`config.mk`:
```
export PLATFORM = sky130hd
export DESIGN_NAME = mem_stage
export DESIGN_NICKNAME = d
export VERILOG_FILES = /design/src/rtl/core_pkg.sv /design/src/rtl/mem_lane_align.sv /design/src/rtl/mem_stage.sv
export SDC_FILE = /design/constraint.sdc
export NUM_CORES = 1
export LEC_CHECK = 0
export ABC_CLOCK_PERIOD_IN_PS = 3700
export CORE_MARGIN = 4
export CORE_UTILIZATION = 40
export DETAILED_ROUTE_END_ITERATION = 8
export PLACE_DENSITY = 0.75
export SLEW_MARGIN = 20
export SYNTH_ARGS = -nofsm -noshare
export SYNTH_HDL_FRONTEND = slang
export SYNTH_SLANG_ARGS = --single-unit
export TNS_END_PERCENT = 10
```
`constraint.sdc`:
```
create_clock -name clk -period 3.7 [get_ports clk]
set_input_delay 0.555 -clock clk [delete_from_list [all_inputs] [get_ports clk]]
set_output_delay 0.555 -clock clk [all_outputs]
set_load 0.02 [all_outputs]
```
`src/rtl/core_pkg.sv`:
```
// Shared types and constants for the memory-access stage.
package core_pkg;

  typedef enum logic [3:0] {
    OpNone = 4'd0,
    OpLb   = 4'd1,
    OpLh   = 4'd2,
    OpLw   = 4'd3,
    OpLbu  = 4'd4,
    OpLhu  = 4'd5,
    OpSb   = 4'd6,
    OpSh   = 4'd7,
    OpSw   = 4'd8
  } mem_op_t;

  typedef enum logic [1:0] {
    StIdle,
    StAccess,
    StResp
  } state_t;

  localparam logic [3:0] WSTRB_BYTE = 4'b0001;
  localparam logic [3:0] WSTRB_HALF = 4'b0011;
  localparam logic [3:0] WSTRB_WORD = 4'b1111;

  function automatic logic is_store(mem_op_t op);
    return (op == OpSb) || (op == OpSh) || (op == OpSw);
  endfunction

  function automatic logic is_load(mem_op_t op);
    return (op == OpLb) || (op == OpLh) || (op == OpLw) || (op == OpLbu) || (op == OpLhu);
  endfunction

endpackage

```
`src/rtl/mem_lane_align.sv`:
```
// Byte-lane steering: store strobes/replication, load lane select and extension,
// and alignment checking.
module mem_lane_align
  import core_pkg::*;
(
  input  logic [3:0]  op,
  input  logic [1:0]  addr,
  input  logic [31:0] wdata,
  input  logic [31:0] rdata,
  output logic [3:0]  wstrb,
  output logic [31:0] wdata_lane,
  output logic [31:0] rdata_ext,
  output logic        misaligned
);

  logic [7:0]  byte_sel;
  logic [15:0] half_sel;

  always_comb begin
    case (addr)
      2'd0:    byte_sel = rdata[7:0];
      2'd1:    byte_sel = rdata[15:8];
      2'd2:    byte_sel = rdata[23:16];
      default: byte_sel = rdata[31:24];
    endcase
    half_sel = addr[1] ? rdata[31:16] : rdata[15:0];
  end

  always_comb begin
    wstrb      = 4'b0000;
    wdata_lane = 32'h0;
    rdata_ext  = 32'h0;
    misaligned = 1'b0;
    case (mem_op_t'(op))
      OpLb:  rdata_ext = {{24{byte_sel[7]}}, byte_sel};
      OpLbu: rdata_ext = {24'h0, byte_sel};
      OpLh: begin
        misaligned = addr[0];
        rdata_ext  = {{16{half_sel[15]}}, half_sel};
      end
      OpLhu: begin
        misaligned = addr[0];
        rdata_ext  = {16'h0, half_sel};
      end
      OpLw: begin
        misaligned = (addr != 2'b00);
        rdata_ext  = rdata;
      end
      OpSb: begin
        wstrb      = WSTRB_BYTE << addr;
        wdata_lane = {4{wdata[7:0]}};
      end
      OpSh: begin
        misaligned = addr[0];
        wstrb      = addr[1] ? (WSTRB_HALF << 2) : WSTRB_HALF;
        wdata_lane = {2{wdata[15:0]}};
      end
      OpSw: begin
        misaligned = (addr != 2'b00);
        wstrb      = WSTRB_WORD;
        wdata_lane = wdata;
      end
      default: ;
    endcase
  end

endmodule

```
`src/rtl/mem_stage.sv`:
```
// Memory-access stage: one packet in flight, req/ack data-memory access with timeout,
// registered writeback packet held until accepted.
module mem_stage
  import core_pkg::*;
#(
  parameter int unsigned ADDR_W      = 32,
  parameter int unsigned MEM_TIMEOUT = 255
) (
  input  logic              clk,
  input  logic              rst,
  input  logic              in_valid,
  output logic              in_ready,
  input  logic [3:0]        in_op,
  input  logic [ADDR_W-1:0] in_addr,
  input  logic [31:0]       in_wdata,
  input  logic [4:0]        in_rd,
  output logic              mem_req,
  output logic              mem_we,
  output logic [ADDR_W-1:0] mem_addr,
  output logic [31:0]       mem_wdata,
  output logic [3:0]        mem_wstrb,
  input  logic              mem_ack,
  input  logic [31:0]       mem_rdata,
  output logic              out_valid,
  input  logic              out_ready,
  output logic [4:0]        out_rd,
  output logic [31:0]       out_data,
  output logic              out_wen,
  output logic              out_err
);

  localparam int unsigned CNT_W = $clog2(MEM_TIMEOUT + 1);

  state_t           state_q;
  logic [3:0]       op_q;
  logic [1:0]       addr_lo_q;
  logic [4:0]       rd_q;
  logic [CNT_W-1:0] cnt_q;

  logic [3:0]  align_op;
  logic [1:0]  align_addr;
  logic [3:0]  wstrb;
  logic [31:0] wdata_lane;
  logic [31:0] rdata_ext;
  logic        misaligned;

  // In IDLE the aligner decodes the incoming packet; afterwards the latched one.
  assign align_op   = (state_q == StIdle) ? in_op : op_q;
  assign align_addr = (state_q == StIdle) ? in_addr[1:0] : addr_lo_q;

  mem_lane_align u_align (
    .op         (align_op),
    .addr       (align_addr),
    .wdata      (in_wdata),
    .rdata      (mem_rdata),
    .wstrb      (wstrb),
    .wdata_lane (wdata_lane),
    .rdata_ext  (rdata_ext),
    .misaligned (misaligned)
  );

  always_ff @(posedge clk or posedge rst) begin
    if (rst) begin
      state_q   <= StIdle;
      op_q      <= 4'h0;
      addr_lo_q <= 2'b00;
      rd_q      <= 5'd0;
      cnt_q     <= '0;
      in_ready  <= 1'b1;
      mem_req   <= 1'b0;
      mem_we    <= 1'b0;
      mem_addr  <= '0;
      mem_wdata <= 32'h0;
      mem_wstrb <= 4'b0000;
      out_valid <= 1'b0;
      out_rd    <= 5'd0;
      out_data  <= 32'h0;
      out_wen   <= 1'b0;
      out_err   <= 1'b0;
    end else begin
      case (state_q)
        StIdle: begin
          if (in_valid && in_ready) begin
            in_ready  <= 1'b0;
            op_q      <= in_op;
            addr_lo_q <= in_addr[1:0];
            rd_q      <= in_rd;
            out_rd    <= in_rd;
            cnt_q     <= '0;
            out_err   <= 1'b0;
            if (!is_load(mem_op_t'(in_op)) && !is_store(mem_op_t'(in_op))) begin
              state_q   <= StResp;
              out_valid <= 1'b1;
              out_data  <= 32'(in_addr);
              out_wen   <= (in_rd != 5'd0);
            end else if (misaligned) begin
              state_q   <= StResp;
              out_valid <= 1'b1;
              out_data  <= 32'h0;
              out_wen   <= 1'b0;
              out_err   <= 1'b1;
            end else begin
              state_q   <= StAccess;
              mem_req   <= 1'b1;
              mem_we    <= is_store(mem_op_t'(in_op));
              mem_addr  <= {in_addr[ADDR_W-1:2], 2'b00};
              mem_wdata <= wdata_lane;
              mem_wstrb <= wstrb;
            end
          end
        end
        StAccess: begin
          if (mem_ack) begin
            state_q   <= StResp;
            mem_req   <= 1'b0;
            mem_we    <= 1'b0;
            mem_wstrb <= 4'b0000;
            out_valid <= 1'b1;
            if (is_load(mem_op_t'(op_q))) begin
              out_data <= rdata_ext;
              out_wen  <= (rd_q != 5'd0);
            end else begin
              out_data <= 32'h0;
              out_wen  <= 1'b0;
            end
          end else if (cnt_q == CNT_W'(MEM_TIMEOUT - 1)) begin
            state_q   <= StResp;
            mem_req   <= 1'b0;
            mem_we    <= 1'b0;
            mem_wstrb <= 4'b0000;
            out_valid <= 1'b1;
            out_data  <= 32'h0;
            out_wen   <= 1'b0;
            out_err   <= 1'b1;
          end else begin
            cnt_q <= cnt_q + CNT_W'(1);
          end
        end
        StResp: begin
          if (out_ready) begin
            state_q   <= StIdle;
            out_valid <= 1'b0;
            out_wen   <= 1'b0;
            out_err   <= 1'b0;
            in_ready  <= 1'b1;
          end
        end
        default: state_q <= StIdle;
      endcase
    end
  end

endmodule

```
==> results by group, run 1 <==
Outcome
  – Status: finished, final reports clean

Synthesis
  – Adder-cell area share of the yosys netlist: 1.347%
  – Area contributors post-synth: dfrtp_1 48%, nand2_1 5.9%, mux2_2 5.7%
  – Top cell type by total area after synthesis: dfrtp_1
  – Mapped Area: 6501 sq um
  – Yosys Warn Count: 0
  – Cells after Synth: 664
  – Largest family of logic cells by synthesized area: compound AO/OA/AOI/OAI gates
  – Avg Cell Area, Syn: 9.791 sq um
  – EDFF count, synth: 0
  – Yosys cell types: 59
  – Most instantiated cells after synthesis: 124 x dfrtp_1, 102 x nand2_1, 59 x a21oi_1
  – Primary FF master, synth: dfrtp_1
  – Sequential share of the synthesized area: 48.13%
  – Seq cells post-synth: 125
  – Most frequent cell after synthesis: dfrtp_1
  – Mux cell area share after synthesis: 11.41%
  – Post-synthesis compound-gate area fraction: 20.30%
  – Share of synthesized registers carrying an async set or reset: 100.0%
  – Post-synthesis simple-gate area fraction: 13.65%
  – Post-synthesis xor/xnor area fraction: 1.212%
  – Top-area cell type share of the netlist area: 47.73%

Die
  – Initial Utilization: 40.93%
  – Total core area: 15890 sq um
  – Top Ports: 221
  – Width of the die: 135.5 um
  – Number of core rows: 46
  – Die Y: 135.5 um
  – Die area: 18360 sq um

Timing
  – Fmax: 309.2 MHz
  – Fin crit period: 3.235 ns
  – Final setup violation count: 0
  – Worst-margin pin slew: 0.8353 ns
  – Layout Skew: 0.008088 ns
  – Slew HR: 44.11%
  – Final Hold Viols: 0
  – Unrepaired setup endpoints after global routing: false
  – Crit share post-route: 87.42%
  – Final setup margin: 0.4654 ns
  – Final setup TNS: 0 ns
  – Slew Limit Fails: 0

Detailed routing
  – TritonRoute pass-1 iters: 5
  – Routed WL per cell: 18.92 um
  – Via count: 6064
  – DRC Markers: 0
  – Via-to-Cell Ratio: 5.488
  – Final WL: 20910 um
  – DRT antenna net count: 0
  – Drt initial violations: 634

Cells and area
  – Fin cells: 1105
  – Fraction of layout cells with a size suffix above 1: 12.37%
  – Register Area: 3129 sq um
  – FILL cells: 1391
  – Number of inserted diodes: 0
  – Final #Nets: 993
  – Final cell area excluding filler cells: 9483 sq um
  – Multi-input gate area: 3137 sq um
  – Core Util, Final: 59.70%
  – Layout overhead on the synthesized area: 45.86%

Setup path
  – Crit end category: flip-flop
  – R2r setup slk: 0.47 ns
  – CP Launch Type: flip-flop
  – Slowest cell on crit path: nor3_1
  – Max incr delay on CP: 0.47 ns
  – CP delay by family, top: simple AND/OR/NAND/NOR gates
  – WP buf/inv: 2
  – WS Path Type: flip-flop to flip-flop
  – Critical Path RT: 4.00 ns
  – Worst EP arrival: 3.54 ns
  – Worst-path fanout max: 94
  – CP Cell Sequence: inv_1, ha_1, mux2_4, nor3_1, nor3_1, or4_4, buf_12, mux2_4

GRT
  – Met1 Use GR: 29.65%
  – Grt met3 use: 5.201%
  – Largest net degree at the start of global routing: 95
  – Global-route wire length before repair: 32330 um
  – Met2 GRT Util: 35.92%
  – Antenna violations before repair: 0
  – Global route hottest layer: met2
  – Grt ovf: 0
  – Vias in the first global route: 6000
  – Total track usage: 22.47%

Clock tree
  – Buffer depth of the longest clock path: 2
  – Number of buffers created by CTS: 17
  – Clock-pin transition on the worst setup and hold timing paths: 0.06 ns
  – H-tree levels: 4
  – Root Buffer: clkbuf_16
  – Setup Fix Bufs, Post-CTS: 0
  – TritonCTS Sinks: 125
  – Post-CTS Hold Fix Bufs: 0
  – Post-cts sizing count: 0
  – Worst skew pair latency: 0.42 ns
  – CTS tree: yes

Placed design
  – DP Worst Slack: 0.4530 ns
  – Placed cell area: 8919 sq um
  – DP Cell Count: 1073
  – Port Buffers: 218
  – Routability cong.: 0.8904
  – Final HPWL DP: 14910 um

Power and ir drop
  – PwrDens: 821.6 nW/um^2
  – Peak supply drop: 0.4500 mV
  – Leak Pwr: 0.003987 uW

Min path
  – Hold Crit Class: flip-flop to flip-flop

Job
  – Number of max-cap violations: 0
-- worst paths after layout --
check,start,end,cells after the start
min,mem_wdata[3]$_DFFE_PP0P_,mem_wdata[3]$_DFFE_PP0P_,2
max in group asynchronous,rst,out_data[7]$_DFFE_PP0P_,3
max,state_q[0]$_DFFE_PP0P_,mem_addr[16]$_DFFE_PP0P_,8
max reg2reg,state_q[0]$_DFFE_PP0P_,mem_addr[16]$_DFFE_PP0P_,8
min in group asynchronous,rst,mem_wdata[6]$_DFFE_PP0P_,2
min reg2reg,mem_wdata[3]$_DFFE_PP0P_,mem_wdata[3]$_DFFE_PP0P_,2
-- report_power, final --
part	internal, uW	total, uW	leakage [uW]	switching, uW
logic	1800	3860	0.00212	2060
clock network	984	1600	0.000273	615
registers	1950	2330	0.00159	385
-- state kept, by name (all words and copies together), names as in the netlist --
| register | count |
|---|---|
| op_q | 4 |
| out_valid | 1 |
| out_data | 32 |
| in_ready | 1 |
| state_q | 2 |
| mem_addr | 30 |
| mem_we | 1 |
| mem_wstrb | 4 |
| mem_req | 1 |
| mem_wdata | 32 |
| addr_lo_q | 2 |
| rd_q | 5 |
| cnt_q | 8 |
| out_wen | 1 |
| out_err | 1 |
-- per-layer routing --
metal | wire length, um | share of wire, %
met1 | 8794 | 42
met3 | 1633 | 7.8
met2 | 9834 | 47
met5 | 0 | 0
met4 | 642 | 3.1
-- placed cells by master (no fill, tap or decap), types with 4 or more instances in the layout --
cell type          n
o21ai_0           44
mux2_2            33
inv_1             10
buf_4             16
a221oi_1           8
xor2_1             6
a21o_1             8
ha_1               7
a21oi_1           59
a31oi_1           10
mux2_4            18
nor3_1             8
mux2i_1            5
nand3_1            8
dfrtp_1          124
o21ai_1            4
nor2_1            51
a22o_1             4
clkdlybuf4s50_1  218
nand2_1          102
clkbuf_16         17
a22oi_1           39
a32o_1             7
clkinv_2           6
-- stage by stage --
step	hold slack (ns)	total power [uW]
after floorplan	0.4973	4489
after global placement	0.4608	6130
after detailed placement	0.4695	6190
after CTS	0.4817	7825
after global routing	0.4936	8252
final	0.4775	7791
-- area by class of cell --
cell class | count | share of cell area [%]
multi-input combinational | 485 | 33.08
tap | 216 | 2.850
inverter | 11 | 0.4750
clock inverter | 12 | 1.293
sequential | 125 | 33.00
timing repair buffer | 236 | 24.70
clock buffer | 20 | 4.605
-- logic make-up (layout without fill, tap and decap cells) --
kind of cell / after synthesis / count (layout)
AO/OA/AOI/OAI: 207 / 207
AND/OR/NAND/NOR: 201 / 201
flip-flops: 125 / 125
multiplexers: 59 / 59
buffers and inverters: 55 / 279
XOR/XNOR: 9 / 9
adder cells (fa/ha/maj): 7 / 7
other: 1 / 2
-- worst register-to-register path: stages (launching register included) --
cell and delay, ns:
dfrtp_1 0.42, inv_1 0.13, ha_1 0.43, mux2_4 0.43
nor3_1 0.47, nor3_1 0.13, or4_4 0.45, buf_12 0.24
mux2_4 0.41
No activity file was read; power rests on OpenSTA's default activity.
==> run 2, diff against run 1 <==
--- a/config.mk
+++ b/config.mk
@@ -6,6 +6,7 @@
 export NUM_CORES = 1
 export LEC_CHECK = 0
 export ABC_CLOCK_PERIOD_IN_PS = 3700
+export CAP_MARGIN = 20
 export CORE_MARGIN = 4
 export CORE_UTILIZATION = 40
 export DETAILED_ROUTE_END_ITERATION = 8
@@ -14,4 +15,3 @@
 export SYNTH_ARGS = -nofsm -noshare
 export SYNTH_HDL_FRONTEND = slang
 export SYNTH_SLANG_ARGS = --single-unit
-export TNS_END_PERCENT = 10
==> results of run 2 <==
No change in the layout: final DEF, timing and power equal those of run 1.
==> patch: new RTL, settings of run 1 <==
Put one more register stage on the output `out_err`, cleared by the reset. The value now appears one clock later. The other outputs are not delayed to match.
--- a/src/rtl/mem_stage.sv
+++ b/src/rtl/mem_stage.sv
@@ -30,6 +30,8 @@
 );
 
   localparam int unsigned CNT_W = $clog2(MEM_TIMEOUT + 1);
+
+  logic out_err_s0;
 
   state_t           state_q;
   logic [3:0]       op_q;
@@ -76,7 +78,7 @@
       out_rd    <= 5'd0;
       out_data  <= 32'h0;
       out_wen   <= 1'b0;
-      out_err   <= 1'b0;
+      out_err_s0 <= 1'b0;
     end else begin
       case (state_q)
         StIdle: begin
@@ -87,7 +89,7 @@
             rd_q      <= in_rd;
             out_rd    <= in_rd;
             cnt_q     <= '0;
-            out_err   <= 1'b0;
+            out_err_s0 <= 1'b0;
             if (!is_load(mem_op_t'(in_op)) && !is_store(mem_op_t'(in_op))) begin
               state_q   <= StResp;
               out_valid <= 1'b1;
@@ -98,7 +100,7 @@
               out_valid <= 1'b1;
               out_data  <= 32'h0;
               out_wen   <= 1'b0;
-              out_err   <= 1'b1;
+              out_err_s0 <= 1'b1;
             end else begin
               state_q   <= StAccess;
               mem_req   <= 1'b1;
@@ -131,7 +133,7 @@
             out_valid <= 1'b1;
             out_data  <= 32'h0;
             out_wen   <= 1'b0;
-            out_err   <= 1'b1;
+            out_err_s0 <= 1'b1;
           end else begin
             cnt_q <= cnt_q + CNT_W'(1);
           end
@@ -141,7 +143,7 @@
             state_q   <= StIdle;
             out_valid <= 1'b0;
             out_wen   <= 1'b0;
-            out_err   <= 1'b0;
+            out_err_s0 <= 1'b0;
             in_ready  <= 1'b1;
           end
         end
@@ -150,5 +152,13 @@
     end
   end
 
+  always_ff @(posedge clk or posedge rst) begin
+    if (rst) begin
+      out_err <= '0;
+    end else begin
+      out_err <= out_err_s0;
+    end
+  end
+
 endmodule
 
Check against the original RTL: not equivalent (a bounded check fails within 4 cycles, from zero or initial values and one cycle with rst high).
==> patch against run 1 <==
  * Wire length is essentially flat
  * Synthesized cell count is 0.15% higher
  * Total power increased by 0.79%
  * Final cell count about the same
  * Worst setup slack got worse by 0.12 ns
  * Fmax fell by 3.5%
  * Synthesized area increased by 0.38%
  * Clock skew shrank 0.00087 ns
  * Largest cell class is now sequential cells
  * Clock power rose by 3%
  * Sequential share of layout area up 0.11 points
  * Global-route usage decreased by 0.061 points
  * Final area is 0.46% higher
  * Critical path type unchanged
  * Sequential cell count up 1
==> patch: results (changes against run 1) <==
metric,value,unit,change
worst hold start,out_err_s0,,
Detail Placement HPWL,15.2,mm,+2.3%
Critical Path AT,3.65,ns,+0.11 ns
routability cong.,0.869,,-2.4%
CP peak stage delay,0.55,ns,+0.08 ns
layout cells sized above 1,12.5,%,+0.098 points
largest net degree at the start of global routing,87,,-8.4%
top cell type's share of synthesized area,47.9,%,+0.20 points
fraction of area in non-clock buffers,24.6,%,-0.11 points
register area share after synthesis,48.3,%,+0.20 points
Initial DRC Count,358,,-44%
area of the multi-input gates,3130,sq um,-0.16%
Slew @ Worst Pin,0.851,ns,+0.0157 ns
Place WS,0.377,ns,-0.0760 ns
Worst Skew,0.00722,ns,-0.000869 ns
peak supply drop,398,uV,-12%
fill count,1376,,-1.1%
status,finished clean,,
CP max stage cell,or4_4,,
clkbuf count,19,,-5.0%
vias per cell,5.46,,-0.47%
Seq area share,33.1,%,+0.11 points
first-pass GRT wire length,32.2,mm,-0.34%
"top cells by area, synth","dfrtp_1 48%, nand2_1 5.9%, mux2_2 5.7%, a21oi_1 4.5%, a22oi_1 4.5%",,
vias in the first global route,6090,,+1.5%
Final nets,994,,+0.10%
drt total wl,20.9,mm,about the same
final sequential cell count,126,,+0.80%
r2r startpoint,state_q[1],,
Layout clock area frac,6.12,%,+0.22 points
## patch: changes by cell type after synthesis
cell     before  now
dfrtp_1     124  125
## patch: worst max-delay path, delay by kind of cell (launching register included)
family,cells,cell delay [ns]
DFF,1,0.42
and+or+nand+nor,3,1.10
buffers and inverters,2,0.37
adders and majority gates,1,0.49
muxes,2,0.78
## patch: metal layers
metal / vias to the layer above / GRT usage, % / share of wire [%]
met1: 2941 / 28.6 / 42
li1: 2838 / - / -
met2: 225 / 36.3 / 48
met3: 37 / 6.09 / 7.3
met5: - / 0 / 0
met4: 0 / 8.90 / 2.5
## patch: logic make-up (layout without fill, tap and decap cells)
group                      Yosys count  after routing  share of synthesized area [%]
AOI/OAI and AO/OA                  207            207                           20.2
DFF                                126            126                           48.3
and+or+nand+nor                    201            201                           13.6
muxes                               59             59                           11.4
buffers and inverters               55            279                           3.87
adders and majority gates            7              7                           1.34
other                                1              2                         0.0575
xor gates and xnor gates             9              9                           1.21
## patch: final timing paths
path                           endpoint  slack (ns)  cells after the start
hold reg to reg                 out_err        0.42                      0
setup reg to reg            mem_addr[5]        0.35                      8
max in group asynchronous  out_data[16]        2.21                      3
hold / removal                  out_err        0.42                      0
min in group asynchronous  mem_wdata[0]        0.65                      2
setup / recovery            mem_addr[5]        0.35                      8
## patch: through the flow
step                cell area [sq um]  instances  utilization [%]  hold WS, ns  power [uW]
floorplan                        6530        666                -        0.349        4500
global placement                 8940       1074             56.1        0.389        6140
global route                     9530       1106             59.8        0.436        8310
CTS                              9530       1106             59.8        0.428        7890
detailed placement               8940       1074             56.1        0.397        6210
finish                           9530       1106             59.8        0.417        7850
## patch: report_power, final
| group | internal (uW) | switching [uW] |
|---|---|---|
| logic | 1800 | 2050 |
| clock network | 1010 | 644 |
| registers | 1960 | 384 |
